File: config.mk
export PLATFORM = sky130hd
export DESIGN_NAME = dma_mem_arb
export DESIGN_NICKNAME = d
export VERILOG_FILES = /design/src/rtl/dma_mem_arb_pkg.sv /design/src/rtl/dma_mem_arb.sv
export SDC_FILE = /design/constraint.sdc
export NUM_CORES = 1
export LEC_CHECK = 0
export BUFFER_PORTS_ARGS = -buffer_cell sky130_fd_sc_hd__buf_2
export CORE_MARGIN = 5
export CORE_UTILIZATION = 40
export CTS_BUF_LIST = sky130_fd_sc_hd__clkbuf_16
export DETAILED_ROUTE_END_ITERATION = 7
export PLACE_DENSITY = 0.86
export SLEW_MARGIN = 20
export SYNTH_ARGS = -nofsm -noshare
export SYNTH_HDL_FRONTEND = slang
export SYNTH_SLANG_ARGS = --single-unit
export TNS_END_PERCENT = 100
File: constraint.sdc
create_clock -name clk -period 1.6 [get_ports clk]
set_input_delay 0.24 -clock clk [delete_from_list [all_inputs] [get_ports clk]]
set_output_delay 0.24 -clock clk [all_outputs]
set_load 0.01 [all_outputs]
File: src/rtl/dma_mem_arb_pkg.sv
// Shared constants and types for the DMA / CPU memory arbiter.
package dma_mem_arb_pkg;

    // Physical byte address width, shared with the RK05 register block.
    localparam int DMA_ADDR_W = 18;
    localparam int DATA_W     = 16;

    typedef enum logic [1:0] {
        ARB_IDLE = 2'd0,
        ARB_CPU  = 2'd1,
        ARB_DMA  = 2'd2,
        ARB_DONE = 2'd3
    } arb_state_e;

    // Qualified memory operation latched when a requester is granted.
    typedef enum logic [1:0] {
        OP_NONE = 2'd0,
        OP_RD   = 2'd1,
        OP_WR   = 2'd2
    } arb_op_e;

    // Write wins when both strobes are set; neither strobe gives a no-op cycle.
    function automatic arb_op_e qualify_op(input logic rd, input logic wr);
        if (wr) begin
            return OP_WR;
        end
        if (rd) begin
            return OP_RD;
        end
        return OP_NONE;
    endfunction

endpackage

File: src/rtl/dma_mem_arb.sv
// Memory-side arbiter: interleaves CPU cycles with RK05 DMA word transfers
// on a single RAM port, limiting DMA bursts when the CPU is waiting.
module dma_mem_arb
    import dma_mem_arb_pkg::*;
#(
    parameter int DMA_BURST = 8,
    parameter int ADDR_W    = DMA_ADDR_W
) (
    input  logic              clk,
    input  logic              reset,
    input  logic              cpu_req,
    input  logic              cpu_rd,
    input  logic              cpu_wr,
    input  logic [ADDR_W-1:0] cpu_addr,
    input  logic [DATA_W-1:0] cpu_wdata,
    output logic [DATA_W-1:0] cpu_rdata,
    output logic              cpu_done,
    output logic              cpu_stall,
    input  logic              dma_req,
    input  logic              dma_rd,
    input  logic              dma_wr,
    input  logic [ADDR_W-1:0] dma_addr,
    input  logic [DATA_W-1:0] dma_data_out,
    output logic [DATA_W-1:0] dma_data_in,
    output logic              dma_ack,
    output logic [ADDR_W-2:0] ram_addr,
    output logic [DATA_W-1:0] ram_wdata,
    output logic              ram_rd,
    output logic              ram_wr,
    input  logic [DATA_W-1:0] ram_rdata,
    input  logic              ram_ready
);

    localparam int               CNT_W     = $clog2(DMA_BURST + 1);
    localparam logic [CNT_W-1:0] BURST_MAX = CNT_W'(DMA_BURST);

    arb_state_e        state_q, state_d;
    arb_op_e           op_q, op_d;
    logic              owner_dma_q, owner_dma_d;
    logic [ADDR_W-2:0] addr_q, addr_d;
    logic [DATA_W-1:0] wdata_q, wdata_d;
    logic [DATA_W-1:0] rdata_q, rdata_d;
    logic [CNT_W-1:0]  burst_cnt_q, burst_cnt_d;
    logic              dma_win;
    logic              in_ram_cyc;
    logic              unused_addr_lsb;

    // Word transfers only: the byte-select bit of both addresses is dropped.
    assign unused_addr_lsb = cpu_addr[0] ^ dma_addr[0];

    // DMA has priority unless it has used up its burst while the CPU waits.
    assign dma_win = dma_req && !(cpu_req && (burst_cnt_q == BURST_MAX));

    // Next-state logic: grant, RAM handshake, completion pulse and burst accounting.
    always_comb begin
        state_d     = state_q;
        op_d        = op_q;
        owner_dma_d = owner_dma_q;
        addr_d      = addr_q;
        wdata_d     = wdata_q;
        rdata_d     = rdata_q;
        burst_cnt_d = burst_cnt_q;
        case (state_q)
            ARB_IDLE: begin
                if (!dma_req) begin
                    burst_cnt_d = '0;
                end
                if (dma_win) begin
                    owner_dma_d = 1'b1;
                    op_d        = qualify_op(dma_rd, dma_wr);
                    addr_d      = dma_addr[ADDR_W-1:1];
                    wdata_d     = dma_data_out;
                    state_d     = (op_d == OP_NONE) ? ARB_DONE : ARB_DMA;
                end else if (cpu_req) begin
                    owner_dma_d = 1'b0;
                    op_d        = qualify_op(cpu_rd, cpu_wr);
                    addr_d      = cpu_addr[ADDR_W-1:1];
                    wdata_d     = cpu_wdata;
                    state_d     = (op_d == OP_NONE) ? ARB_DONE : ARB_CPU;
                end
            end
            ARB_CPU, ARB_DMA: begin
                if (ram_ready) begin
                    if (op_q == OP_RD) begin
                        rdata_d = ram_rdata;
                    end
                    state_d = ARB_DONE;
                end
            end
            ARB_DONE: begin
                state_d = ARB_IDLE;
                if (owner_dma_q) begin
                    if (burst_cnt_q != BURST_MAX) begin
                        burst_cnt_d = burst_cnt_q + CNT_W'(1);
                    end
                end else begin
                    burst_cnt_d = '0;
                end
            end
            default: state_d = ARB_IDLE;
        endcase
    end

    // State and datapath registers; reset abandons any cycle in flight.
    always_ff @(posedge clk) begin
        if (reset) begin
            state_q     <= ARB_IDLE;
            op_q        <= OP_NONE;
            owner_dma_q <= 1'b0;
            addr_q      <= '0;
            wdata_q     <= '0;
            rdata_q     <= '0;
            burst_cnt_q <= '0;
        end else begin
            state_q     <= state_d;
            op_q        <= op_d;
            owner_dma_q <= owner_dma_d;
            addr_q      <= addr_d;
            wdata_q     <= wdata_d;
            rdata_q     <= rdata_d;
            burst_cnt_q <= burst_cnt_d;
        end
    end

    assign in_ram_cyc  = (state_q == ARB_CPU) || (state_q == ARB_DMA);
    assign ram_rd      = in_ram_cyc && (op_q == OP_RD);
    assign ram_wr      = in_ram_cyc && (op_q == OP_WR);
    assign ram_addr    = addr_q;
    assign ram_wdata   = wdata_q;
    assign cpu_done    = (state_q == ARB_DONE) && !owner_dma_q;
    assign dma_ack     = (state_q == ARB_DONE) && owner_dma_q;
    assign cpu_rdata   = rdata_q;
    assign dma_data_in = rdata_q;
    assign cpu_stall   = dma_req || (state_q == ARB_DMA) ||
                         ((state_q == ARB_DONE) && owner_dma_q);

endmodule

* Word level (Yosys, flattened, before mapping)
Cells that the tools add are included.
** Word-level totals
- Register bits :: 58
- Word-level logic and storage cells :: 87
- Input bits :: 93
- RAM bits :: 0
- Output and inout port bits :: 70
- Latch bits :: 0
- ROM bits :: 0
- Memories kept :: 0
** Operators by class
- Equality and inequality tests :: 11
- Div/mod/pow operators :: 0
- Bitwise logic cells :: 0
- $mul :: 0
- $lt $le $gt $ge :: 0
- Reductions and logical operators :: 21
- Add/subtract/negate cells :: 1
- Muxes and demuxes :: 47
- Shift operators :: 0
** Operators by type and width (count)
- $mux 2 :: 19
- $mux 17 :: 2
- $mux 16 :: 2
- $mux 1 :: 19
- $mux 4 :: 3
- $pmux 4 s2 :: 1
- $eq 2x2->1 const B :: 3
- $logic_and 1x1->1 :: 6
- $logic_not 2->1 :: 3
- $ne 3x3->1 const B :: 2
- $pmux 2 s3 :: 1
- $reduce_and 3->1 :: 2
- $add 4x1->4 const B :: 1
- $eq 2x1->1 const B :: 2
- $eq 4x4->1 const B :: 1
- $ne 2x2->1 const B :: 2
- $ne 4x4->1 const B :: 1
- $reduce_and 2->1 :: 2
- $reduce_bool 2->1 :: 2
- $logic_or 1x1->1 :: 3
- $logic_not 1->1 :: 2
- $reduce_or 2->1 :: 1

* Depth between registers and ports, before layout
- Depth in word-level cells :: 20
- Mapped depth :: 7
- Mapped depth without buffers :: 5

* Worst setup path after synthesis
Ideal clock, no wire load.
- Kind :: register -> register
- Start :: register state_q[0]
- End :: register burst_cnt_q[3]
- Period minus slack after synthesis :: 1641 ps
- Arrival time :: 1575 ps
- Setup time :: 66 ps
- Data required time :: 1534 ps
- Setup slack :: -41 ps
- Cell stages (with the launch flop) :: 8
- Cell sequence :: dfxtp_1 inv_1 ha_1 buf_6 and2_4 buf_6 or4_4 a21oi_2
** On the way
- Longest elaborated chain between the ends :: 3
- Elaborated cells on any way between the ends :: 7
- Those cells by class :: 3 x eq/ne; 1 x mux; 3 x reduce/logical
** Ends and longest elaborated chain
- from (decl) :: RTL line dma_mem_arb.sv:37 : arb_state_e state_q, state_d;
- from (signal assigned) :: RTL line dma_mem_arb.sv:115 : state_q <= state_d;
- $eq 2x2->1 / $logic_not 2->1 (equally long branches) :: RTL line dma_mem_arb.sv:63 : case (state_q)
- $ne 3x3->1 (no line), or another cell as far along
- $reduce_and 3->1 (no line)
- to (signal assigned) :: RTL line dma_mem_arb.sv:121 : burst_cnt_q <= burst_cnt_d;
- to (decl) :: RTL line dma_mem_arb.sv:43 : logic [CNT_W-1:0] burst_cnt_q, burst_cnt_d;
Parallel ways exist; a longest one is shown, timed or not.
A chain may end at the register's enable or synchronous reset.

* Worst setup path after layout
- Start :: register state_q[0]
- End :: output cpu_stall
** On the way
- Longest elaborated chain between the ends :: 3
- Elaborated cells on any way between the ends :: 5
- Those cells by class :: 2 x eq/ne; 3 x reduce/logical
** Ends and longest elaborated chain
- $eq 2x2->1 (on tied branches) :: RTL line dma_mem_arb.sv:134, dma_mem_arb.sv:135
- $logic_or 1x1->1 / $logic_and 1x1->1 (equally long branches) :: RTL line dma_mem_arb.sv:134, dma_mem_arb.sv:135
- $logic_or 1x1->1 * :: RTL line dma_mem_arb.sv:134 : assign cpu_stall = dma_req || (state_q == ARB_DMA) ||
- to (decl) :: RTL line dma_mem_arb.sv:18 : output logic cpu_stall,
Mark *: on every way between the ends. The rest lies on a longest branch, timed or not.

==> flow_summary.yaml <==
outcome:
  outcome: "finished with violations"
  violations: "negative setup slack"
finish:
  fillCellCount: 628
  multi_input_area_um2: 1400
  antennaDiodeCount: 0
  syn_to_final_growth_pct: 43.6
  drive_above_1_share_pct: 42.2
  regArea_um2: 1170
  nets: 599
sta:
  tightestPinTransition_ps: 300
  slew_viol_final: 0
  fin_crit_sh_pct: 104
  finalHoldViolCount: 0
  finClkSkew_ps: 6.90
  setup_viol: 2
  fin_ws_ps: -64.6
  slew_headroom_pct: 80.0
  tns_ps: -82.1
  fmaxAchievable_mhz: 601
  rsz0062_at_grt: "yes"
  final.min_clock_period_ps: 1660
grt:
  overflow: 0
  grt_usage_pct: 19.8
  antenna_found_initial: 0
  first_global_vias: 3018
  grt_max_degree: 36
  grt_pass1_wl_um: 13900
logic_synthesis:
  synth_enable_flop_cells: 0
  synthMostInstantiatedCell: "dfxtp_1"
  postSynth.asyncResetShare_pct: 0
  synth_area_leader_cell: "dfxtp_1"
  synth_commonest_cells: "dfxtp_1 (58), a21oi_1 (54), o21ai_0 (38), nand2_1 (37), a31oi_1 (35)"
  yosysTopAreaCellShare_pct: 41.5
  synth-main-ff-cell: "dfxtp_1"
  ys_types: 37
  avgSynthCellArea_um2: 7.90
  synth_fp_nets: 453
  synth.area.top_cells: "dfxtp_1 (42%), a21oi_1 (9.7%), a31oi_1 (7.8%)"
  synth-seq-cells: 58
  netlist_instances: 354
  yosysWarnings: 0
  ys_seq_area_share_pct: 41.5
  syn_area_um2: 2800
worst_setup_path:
  cp_cell_sequence: "ha_4, and2_4, or3_1, buf_2"
  crit_buf_inv: 1
  reg2reg_depth: 5
  crit_arrival_ps: 1420
  critPathSlowestCell: "dfxtp_4"
  ff2ff_setup_slack_ps: 40
  crit_family: "simple AND/OR/NAND/NOR gates"
  end_kind: "output port"
  crit_fanout: 3
  slowest_delay_ps: 360
  r2r_end: "state_q[1]"
  critical_path_class: "reg -> out"
  critPathLaunchType: "flop"
  r2r-start: "state_q[1]"
  cp.required_ps: 1360
worst_hold_path:
  hp-class: "in -> reg"
  hold_depth: 3
  hp-start: "ram_rdata[8]"
  whs_endpoint: "cpu_rdata[8]"
clocking:
  cts_buffer_depth: 2
  clock_latency_ps: 320
  cts_inserted_buffers: 9
  cts_sinks: 58
  cts_tree: "built"
  root_buffer: "clkbuf_16"
  clk_pin_slew_ps: 50
  h-tree-depth: 3
  cts_hold_buf: 0
place:
  routabilityCongestion: 0.805
  hpwl_um: 6470
  io_buffers: 160
drt:
  drt_first_pass_iters: 4
  viasPerCell: 5.36
  vias: 3220
  wl_per_cell_um: 14.9
  ant_nets: 0
  drc: 0
  drt_iter0_drc: 120
  wirelength_um: 8960
power:
  p_per_area_nw_per_um2: 1540
  cell_internal_pwr_uw: 4050
  power_uw: 6200
  swShare_pct: 34.6
  p_leak_uw: 0.00186
  pwr-share-clk_pct: 29.5
  peakVddDrop_mv: 0.736
  seqPwrFrac_pct: 34.2
  switchingPower_uw: 2150
  combPwrFrac_pct: 36.3
floorplan:
  ioPinCount: 163
  start_util_pct: 41.2
  chipHeight_um: 93.6
  placeableCoreArea_um2: 6790
  die_x_um: 93.6
  die-area_um2: 8770
  num_rows: 30
job:
  drv_cap: 0
[stage by stage]
| step | setup WS (ps) | cell area [um2] | util [%] | cells | hold WS, ps |
|---|---|---|---|---|---|
| after floorplan | 16.9 | 2800 | - | 354 | 376 |
| after global placement | 124 | 3620 | 53.3 | 580 | 449 |
| after detailed placement | 79.3 | 3620 | 53.3 | 580 | 457 |
| after CTS | -66.5 | 3960 | 58.3 | 599 | 148 |
| after global routing | -100 | 4020 | 59.2 | 601 | 153 |
| final | -64.6 | 4020 | 59.2 | 601 | 158 |
[metal layers]
metal  share of wire (%)  global-route usage, %
met1                  39                   22.9
met2                  49                   33.1
met4                 1.8                   8.90
met5                   0                      0
met3                  10                   6.76
[cells by family (layout without fill, tap and decap cells)]
family	count (synthesis)	count (layout)	share of synthesized area [%]
AND/OR/NAND/NOR	63	63	11.2
buffers and inverters	53	204	10.3
flip-flops	58	58	41.5
adder cells (fa/ha/maj)	6	6	2.68
AO/OA/AOI/OAI	174	174	34.3
[final cells by class]
class | count | area share (%)
clock inverters | 7 | 1.49
flip-flops and latches | 58 | 29.1
inverters | 6 | 0.623
clock buffers | 9 | 5.60
multi-input cells | 243 | 34.7
repair buffers | 182 | 25.4
well taps | 96 | 2.99
[repair_timing]
item,4_1_cts,5_1_grt
setup endpoints to repair,3,37
gates resized for setup,7,11
pin swaps,2,2
setup buffers,3,2
[worst max-delay path by stage]
stage	from	end	slack [ps]	depth (start not counted)
CTS	state_q[1]	cpu_stall	-70	4
global route	state_q[1]	cpu_stall	-100	4
floorplan	state_q[0]	burst_cnt_q[3]	20	7
global placement	state_q[0]	burst_cnt_q[3]	120	5
detailed placement	state_q[1]	state_q[1]	80	5
finish	state_q[0]	cpu_stall	-60	4
[power by group through the flow]
| stage | Clock (uW) | Combinational (uW) | Sequential, uW |
|---|---|---|---|
| 2_1_floorplan | 0 | 1140 | 2240 |
| 3_3_place_gp | 0 | 2050 | 2090 |
| 3_5_place_dp | 0 | 2100 | 2110 |
| 4_1_cts | 1870 | 2190 | 2110 |
| 5_1_grt | 1950 | 2510 | 2170 |
| 6_report | 1830 | 2250 | 2120 |
[flip-flops by register name, summed over array words and instances, names as in the netlist]
name / cells
burst_cnt_q: 4
cpu_rdata: 16
op_q: 2
owner_dma_q: 1
ram_addr: 17
ram_wdata: 16
state_q: 2
[cells in the final DEF (no fill, tap or decap), drive strengths merged, types with 2 or more instances in the layout]
cell type | synthesis | layout
clkbuf | 19 | 9
dfxtp | 58 | 58
and4b | 2 | 2
nor2b | 2 | 2
o31ai | 4 | 4
nand4b | 3 | 3
inv | 6 | 6
nand4 | 2 | 2
o21ai | 73 | 73
buf | 28 | 182
clkinv | 0 | 6
nand3 | 2 | 2
a311oi | 2 | 2
a31oi | 35 | 35
and2 | 2 | 2
ha | 6 | 6
nor2 | 6 | 6
nand2 | 37 | 37
a21oi | 55 | 55
[worst register-to-register path, cell delays in order, from the launching register on]
cell and delay, ps:
dfxtp_4 360, inv_1 140, ha_4 190, or3b_1 400
a21boi_1 170, a311oi_1 200
No activity file was read; power rests on OpenSTA's default activity.
